===== config.mk =====
export PLATFORM = sky130hd
export DESIGN_NAME = alu_seq_flat
export DESIGN_NICKNAME = d
export VERILOG_FILES = /design/src/rtl/alu_pkg.sv /design/src/rtl/alu_seq_if.sv /design/src/rtl/alu_shift_serial.sv /design/src/rtl/alu_seq.sv /design/src/flat_wrapper.sv
export SDC_FILE = /design/constraint.sdc
export NUM_CORES = 1
export LEC_CHECK = 0
export CELL_PAD_IN_SITES_DETAIL_PLACEMENT = 2
export CELL_PAD_IN_SITES_GLOBAL_PLACEMENT = 2
export CORE_ASPECT_RATIO = 1.1
export CORE_MARGIN = 2
export CORE_UTILIZATION = 30
export DETAILED_ROUTE_END_ITERATION = 12
export PLACE_DENSITY = 0.85
export SYNTH_ARGS = -nofsm -noshare
export SYNTH_HDL_FRONTEND = slang
export SYNTH_HIERARCHICAL = 1
export SYNTH_SLANG_ARGS = --single-unit

===== constraint.sdc =====
create_clock -name clk -period 4.3 [get_ports clk]
set_input_delay 0.86 -clock clk [delete_from_list [all_inputs] [get_ports clk]]
set_output_delay 0.86 -clock clk [all_outputs]
set_load 0.01 [all_outputs]

===== src/rtl/alu_pkg.sv =====
// rtl/alu_pkg.sv - shared ALU operation codes and sequencer state encoding
package alu_pkg;

  localparam logic [3:0] ALU_ADD = 4'b0010;
  localparam logic [3:0] ALU_XOR = 4'b0011;
  localparam logic [3:0] ALU_SLL = 4'b0100;
  localparam logic [3:0] ALU_SUB = 4'b0110;

  typedef enum logic [1:0] {
    ST_IDLE = 2'd0,
    ST_EXEC = 2'd1,
    ST_DONE = 2'd2
  } state_e;

endpackage


===== src/rtl/alu_seq_if.sv =====
// rtl/alu_seq_if.sv - request/response bundle between control stage and the sequenced ALU
interface alu_seq_if #(
  parameter int WIDTH = 32
) ();
  logic             start;
  logic [3:0]       aluControl;
  logic [WIDTH-1:0] src_a;
  logic [WIDTH-1:0] src_b;
  logic             busy;
  logic             done;
  logic [WIDTH-1:0] result;
  logic             zero;
  logic             illegal;

  modport master (
    output start, aluControl, src_a, src_b,
    input  busy, done, result, zero, illegal
  );

  modport slave (
    input  start, aluControl, src_a, src_b,
    output busy, done, result, zero, illegal
  );
endinterface


===== src/rtl/alu_shift_serial.sv =====
// rtl/alu_shift_serial.sv - bit-serial left shifter, one position per step
module alu_shift_serial #(
  parameter int WIDTH   = 32,
  parameter int SHAMT_W = 5
) (
  input  logic               clk,
  input  logic               rst_n,
  input  logic               load_i,
  input  logic               step_i,
  input  logic [WIDTH-1:0]   data_i,
  input  logic [SHAMT_W-1:0] shamt_i,
  output logic [WIDTH-1:0]   acc_o,
  output logic               finished_o
);

  logic [WIDTH-1:0]   acc_q, acc_d;
  logic [SHAMT_W-1:0] cnt_q, cnt_d;

  always_comb begin
    acc_d = acc_q;
    cnt_d = cnt_q;
    if (load_i) begin
      acc_d = data_i;
      cnt_d = shamt_i;
    end else if (step_i && (cnt_q != '0)) begin
      acc_d = {acc_q[WIDTH-2:0], 1'b0};
      cnt_d = cnt_q - SHAMT_W'(1);
    end
  end

  always_ff @(posedge clk) begin
    if (!rst_n) begin
      acc_q <= '0;
      cnt_q <= '0;
    end else begin
      acc_q <= acc_d;
      cnt_q <= cnt_d;
    end
  end

  assign acc_o      = acc_q;
  assign finished_o = (cnt_q == '0);

endmodule


===== src/rtl/alu_seq.sv =====
// rtl/alu_seq.sv - multi-cycle ALU: single-cycle add/xor/sub, bit-serial sll, done pulse
module alu_seq
  import alu_pkg::*;
#(
  parameter int WIDTH   = 32,
  parameter int SHAMT_W = 5
) (
  input logic       clk,
  input logic       rst_n,
  alu_seq_if.slave  bus
);

  state_e           state_q, state_d;
  logic [3:0]       code_q, code_d;
  logic [WIDTH-1:0] a_q, a_d, b_q, b_d;
  logic [WIDTH-1:0] result_q, result_d;
  logic             zero_q, zero_d, illegal_q, illegal_d;
  logic [WIDTH-1:0] op_result, shift_acc;
  logic             op_illegal, accept, shift_step, shift_finished;

  assign accept     = (state_q == ST_IDLE) && bus.start;
  assign shift_step = (state_q == ST_EXEC) && (code_q == ALU_SLL);

  // Shifter loads straight from the bus so its first EXEC cycle already holds src_a.
  alu_shift_serial #(.WIDTH(WIDTH), .SHAMT_W(SHAMT_W)) u_shift (
    .clk        (clk),
    .rst_n      (rst_n),
    .load_i     (accept),
    .step_i     (shift_step),
    .data_i     (bus.src_a),
    .shamt_i    (bus.src_b[SHAMT_W-1:0]),
    .acc_o      (shift_acc),
    .finished_o (shift_finished)
  );

  always_ff @(posedge clk) begin
    if (!rst_n) begin
      state_q   <= ST_IDLE;
      code_q    <= '0;
      a_q       <= '0;
      b_q       <= '0;
      result_q  <= '0;
      zero_q    <= 1'b0;
      illegal_q <= 1'b0;
    end else begin
      state_q   <= state_d;
      code_q    <= code_d;
      a_q       <= a_d;
      b_q       <= b_d;
      result_q  <= result_d;
      zero_q    <= zero_d;
      illegal_q <= illegal_d;
    end
  end

  always_comb begin
    state_d = state_q;
    case (state_q)
      ST_IDLE: if (bus.start) state_d = ST_EXEC;
      ST_EXEC: if ((code_q != ALU_SLL) || shift_finished) state_d = ST_DONE;
      ST_DONE: state_d = ST_IDLE;
      default: state_d = ST_IDLE;
    endcase
  end

  always_comb begin
    op_result  = '0;
    op_illegal = 1'b0;
    case (code_q)
      ALU_ADD: op_result = a_q + b_q;
      ALU_XOR: op_result = a_q ^ b_q;
      ALU_SUB: op_result = a_q - b_q;
      ALU_SLL: op_result = shift_acc;
      default: op_illegal = 1'b1;
    endcase
  end

  always_comb begin
    code_d    = code_q;
    a_d       = a_q;
    b_d       = b_q;
    result_d  = result_q;
    zero_d    = zero_q;
    illegal_d = illegal_q;
    if (accept) begin
      code_d    = bus.aluControl;
      a_d       = bus.src_a;
      b_d       = bus.src_b;
      illegal_d = 1'b0;
    end
    // Results commit only on the EXEC->DONE transition so they hold through IDLE.
    if ((state_q == ST_EXEC) && (state_d == ST_DONE)) begin
      result_d  = op_result;
      zero_d    = (op_result == '0);
      illegal_d = op_illegal;
    end
  end

  always_comb begin
    bus.busy    = (state_q != ST_IDLE);
    bus.done    = (state_q == ST_DONE);
    bus.result  = result_q;
    bus.zero    = zero_q;
    bus.illegal = illegal_q;
  end

endmodule


===== src/flat_wrapper.sv =====
// flat-port wrapper written by rule: the top's interface ports become plain ports
module alu_seq_flat import alu_pkg::*;
#(
  parameter int WIDTH   = 32,
  parameter int SHAMT_W = 5
)
  (clk, rst_n, bus_start, bus_aluControl, bus_src_a, bus_src_b, bus_busy, bus_done, bus_result, bus_zero, bus_illegal);
  alu_seq_if #(.WIDTH(WIDTH)) bus_i ();
  input logic clk;
  input logic rst_n;
  input wire logic [$bits(bus_i.start)-1:0] bus_start;
  input wire logic [$bits(bus_i.aluControl)-1:0] bus_aluControl;
  input wire logic [$bits(bus_i.src_a)-1:0] bus_src_a;
  input wire logic [$bits(bus_i.src_b)-1:0] bus_src_b;
  output wire logic [$bits(bus_i.busy)-1:0] bus_busy;
  output wire logic [$bits(bus_i.done)-1:0] bus_done;
  output wire logic [$bits(bus_i.result)-1:0] bus_result;
  output wire logic [$bits(bus_i.zero)-1:0] bus_zero;
  output wire logic [$bits(bus_i.illegal)-1:0] bus_illegal;
  assign bus_i.start = bus_start;
  assign bus_i.aluControl = bus_aluControl;
  assign bus_i.src_a = bus_src_a;
  assign bus_i.src_b = bus_src_b;
  assign bus_busy = bus_i.busy;
  assign bus_done = bus_i.done;
  assign bus_result = bus_i.result;
  assign bus_zero = bus_i.zero;
  assign bus_illegal = bus_i.illegal;
  alu_seq #(.WIDTH(WIDTH), .SHAMT_W(SHAMT_W)) u_core (.clk(clk), .rst_n(rst_n), .bus(bus_i));
endmodule

==> metrics.txt <==
outcome finished with violations; failing checks negative setup slack; Die W 167.8 µm; num rows 65; Critical Path AT 5080 ps; fin crit share 110.0%; CTS clk-pin slew, worst paths ~70 ps; Post-synth EDFFs 0; Clk pwr share 34.0%; CP startpoint u_core/b_q[0]$_SDFFE_PN0P_; pin count of the biggest net entering global routing 97; setup TNS -1078 ps; area delta synth->final 34.13%; gr usage total between 30% and 40%; Hold Vio Cnt, Final 0; R2R depth 19; CP max stage cell o41ai_1; cell class contributing the biggest share of worst-path delay compound AO/OA/AOI/OAI gates; Seq cells post-synth 141; CP endpoint kind flip-flop; die area between 30,000 and 40,000 µm²; post-synthesis sequential area ratio 31.87%; static leakage between 4 and 5 nW; Gate power share around a third; clock skew 29.30 ps; Die Y 184.2 µm; Final Util 41.14%; Avg Vias per Cell 6.335; Cell Area, Placed 10,740 µm²; Crit path top cell by count buf_4; TritonCTS buffer count 17; later-pin clock latency in the skew report 450 ps; sequential power share 32.2%; gp weighted congestion 0.8990; Initial Util 30.67%; IO buf count 106; Initial DRC Count 1,172; syn nets 1,260; worst setup path end u_core/bus.zero$_SDFFE_PN0P_; first-pass GRT wire length 71.73 mm; pwr dens 400.7 nW/µm²; r2r setup slk -430 ps; CTS sink cnt 141; average wire per standard cell roughly 30 µm; post-layout minimum cycle time 4730 ps; endpoints failing setup 6; leading cell type in the layout, fill and taps excluded nand2_1; Max Clock Freq 211.4 MHz; Critical Path Max Stage Delay ~780 ps; vias in the first global route 11,330; R2R Path Start u_core/b_q[0]$_SDFFE_PN0P_; pre-CTS setup slack -264.0 ps; Slew Viols, Final 0; crit-path max FO 8; final hold slack 447.2 ps; RSZ-0062 raised after global routing true; drt pass-1 iters 5; CTS tree yes; Slew HR 17.72%; Cells after Synth 1,155; DR vias around 11,000; Buffers & Inverters on Critical Path 4; Finished Cell Area 11,880 µm²; depth of the CTS H-tree 4; DRT Wirelength 50.49 mm; Critical Path RT 4650 ps; layout net count between 1,000 and 1,500; IO Pins ~110; layout cells sized above 1 18.87%; number of cells on the critical path 19; reg2reg end u_core/bus.zero$_SDFFE_PN0P_; syn avg cell area 7.668 µm²; Sw Ratio 38.27%; Post-DRT Antenna Nets 0; Clock Path Buffers 2; Final WS setup -430.0 ps; Worst-Margin Slew 1234 ps; DPL Wire Length 27.87 mm; Clock Tree Root clkbuf_16; crit path kind flip-flop to flip-flop; # Max-Cap Violations 0; ys flop type dfxtp_1; CP startpoint kind flip-flop; Internal Power 2.938 mW; synth warn 6; Residual DRC 0; Synth Cell Area slightly below 9000 µm²; Worst VDD drop 0.2536 mV; worst min-delay path class flip-flop to flip-flop; switching pwr 1.822 mW; leading cell types in the layout, fill and taps excluded nand2_1, dfxtp_1, buf_4; core footprint 28,870 µm²; grt ovf 0; initial antenna violation count 1; critical path cell sequence inv_2 -> ha_4 -> nand2b_4 -> nor4_4 -> buf_4 -> buf_4 -> a21oi_1 -> xnor2_1 -> ha_1 -> nand4_1 -> o41ai_1 -> a211oi_2 -> o21ai_0 -> xor2_1 -> a222oi_1 -> buf_4 -> and4_1 -> nand4_1 -> o41ai_2; CTS Hold Bufs 0; Yosys cell types between 70 and 80; fraction of registers with async set/reset 0%
how the worst min path moves through the flow:
stage                                      startpoint                                end  cells after the start
global route             u_core/state_q[1]$_SDFF_PN0_       u_core/state_q[0]$_SDFF_PN0_                      1
global placement         u_core/state_q[1]$_SDFF_PN0_       u_core/state_q[0]$_SDFF_PN0_                      1
CTS                      u_core/state_q[1]$_SDFF_PN0_       u_core/state_q[0]$_SDFF_PN0_                      1
floorplan                u_core/state_q[1]$_SDFF_PN0_       u_core/state_q[0]$_SDFF_PN0_                      1
detailed placement  u_core/bus.result[0]$_SDFFE_PN0P_  u_core/bus.result[0]$_SDFFE_PN0P_                      2
finish                   u_core/state_q[1]$_SDFF_PN0_       u_core/state_q[0]$_SDFF_PN0_                      1
cell type report:
type / instances / area (µm²)
repair buffers: 228 / 1984
inverters: 26 / 112.6
well taps: 368 / 460.4
flip-flops and latches: 141 / 2829
fillers: 3161 / 16990
multi-input cells: 899 / 5886
clock inverters: 14 / 178.9
diodes: 1 / 2.502
clock buffers: 17 / 425.4
through the flow:
| stage | power, mW | cells |
|---|---|---|
| after floorplan | 2.287 | 1155 |
| after global placement | 2.761 | 1641 |
| after detailed placement | 2.836 | 1641 |
| after CTS | 4.579 | 1682 |
| after global routing | 4.887 | 1693 |
| final | 4.759 | 1694 |
Yosys cell counts, types with 27 or more instances:
cell type,instances,area share [%]
clkbuf_1,58,2.5
ha_1,33,4.7
xor2_1,50,4.9
a21oi_1,109,6.2
a211oi_1,27,2.3
o21ai_1,29,1.6
nor2_1,72,3.1
dfxtp_1,141,32
nand3_1,43,2.4
nand2_1,181,7.7
a31oi_1,37,2.6
o21ai_0,73,4.1
power groups by stage:
| stage | Clock (mW) | Combinational (mW) | Sequential, mW |
|---|---|---|---|
| 5_1_grt | 1.68 | 1.67 | 1.54 |
| 3_3_place_gp | 0 | 1.23 | 1.53 |
| 4_1_cts | 1.62 | 1.44 | 1.52 |
| 6_report | 1.62 | 1.61 | 1.53 |
| 3_5_place_dp | 0 | 1.30 | 1.54 |
| 2_1_floorplan | 0 | 0.780 | 1.51 |
sequential cells by signal, indices dropped and copies added, names as in the netlist:
name / count
u_core/u_shift/acc_o: 32
u_core/state_q: 2
u_core/bus.result: 32
u_core/b_q: 32
u_core/code_q: 4
u_core/u_shift/cnt_q: 5
u_core/bus.zero: 1
u_core/a_q: 32
u_core/bus.illegal: 1
repair_timing:
item / in CTS / in global routing
endpoints found under the setup margin: 8 / 8
setup buffers: 10 / 11
gates resized for setup: 60 / 33
pin swaps: 27 / 20
layer usage:
metal | up-vias | GRT usage, % | part of all wire (%)
li1 | 4468 | - | -
met1 | 5392 | 35.73 | 40
met2 | 653 | 52.86 | 47
met3 | 218 | 6.420 | 7.4
met4 | 0 | 14.96 | 5.5
met5 | - | 0 | 0
logic make-up (layout without fill, tap and decap cells):
family	Yosys count	in the layout	share of synthesized area [%]
other	0	1	0
multiplexers	8	8	0.9042
adder cells (fa/ha/maj)	34	34	4.888
AND/OR/NAND/NOR	398	398	21.12
flip-flops	141	141	31.87
XOR/XNOR	76	76	7.516
buffers and inverters	115	285	6.273
AO/OA/AOI/OAI	383	383	27.42
No activity file was read; power rests on OpenSTA's default activity.
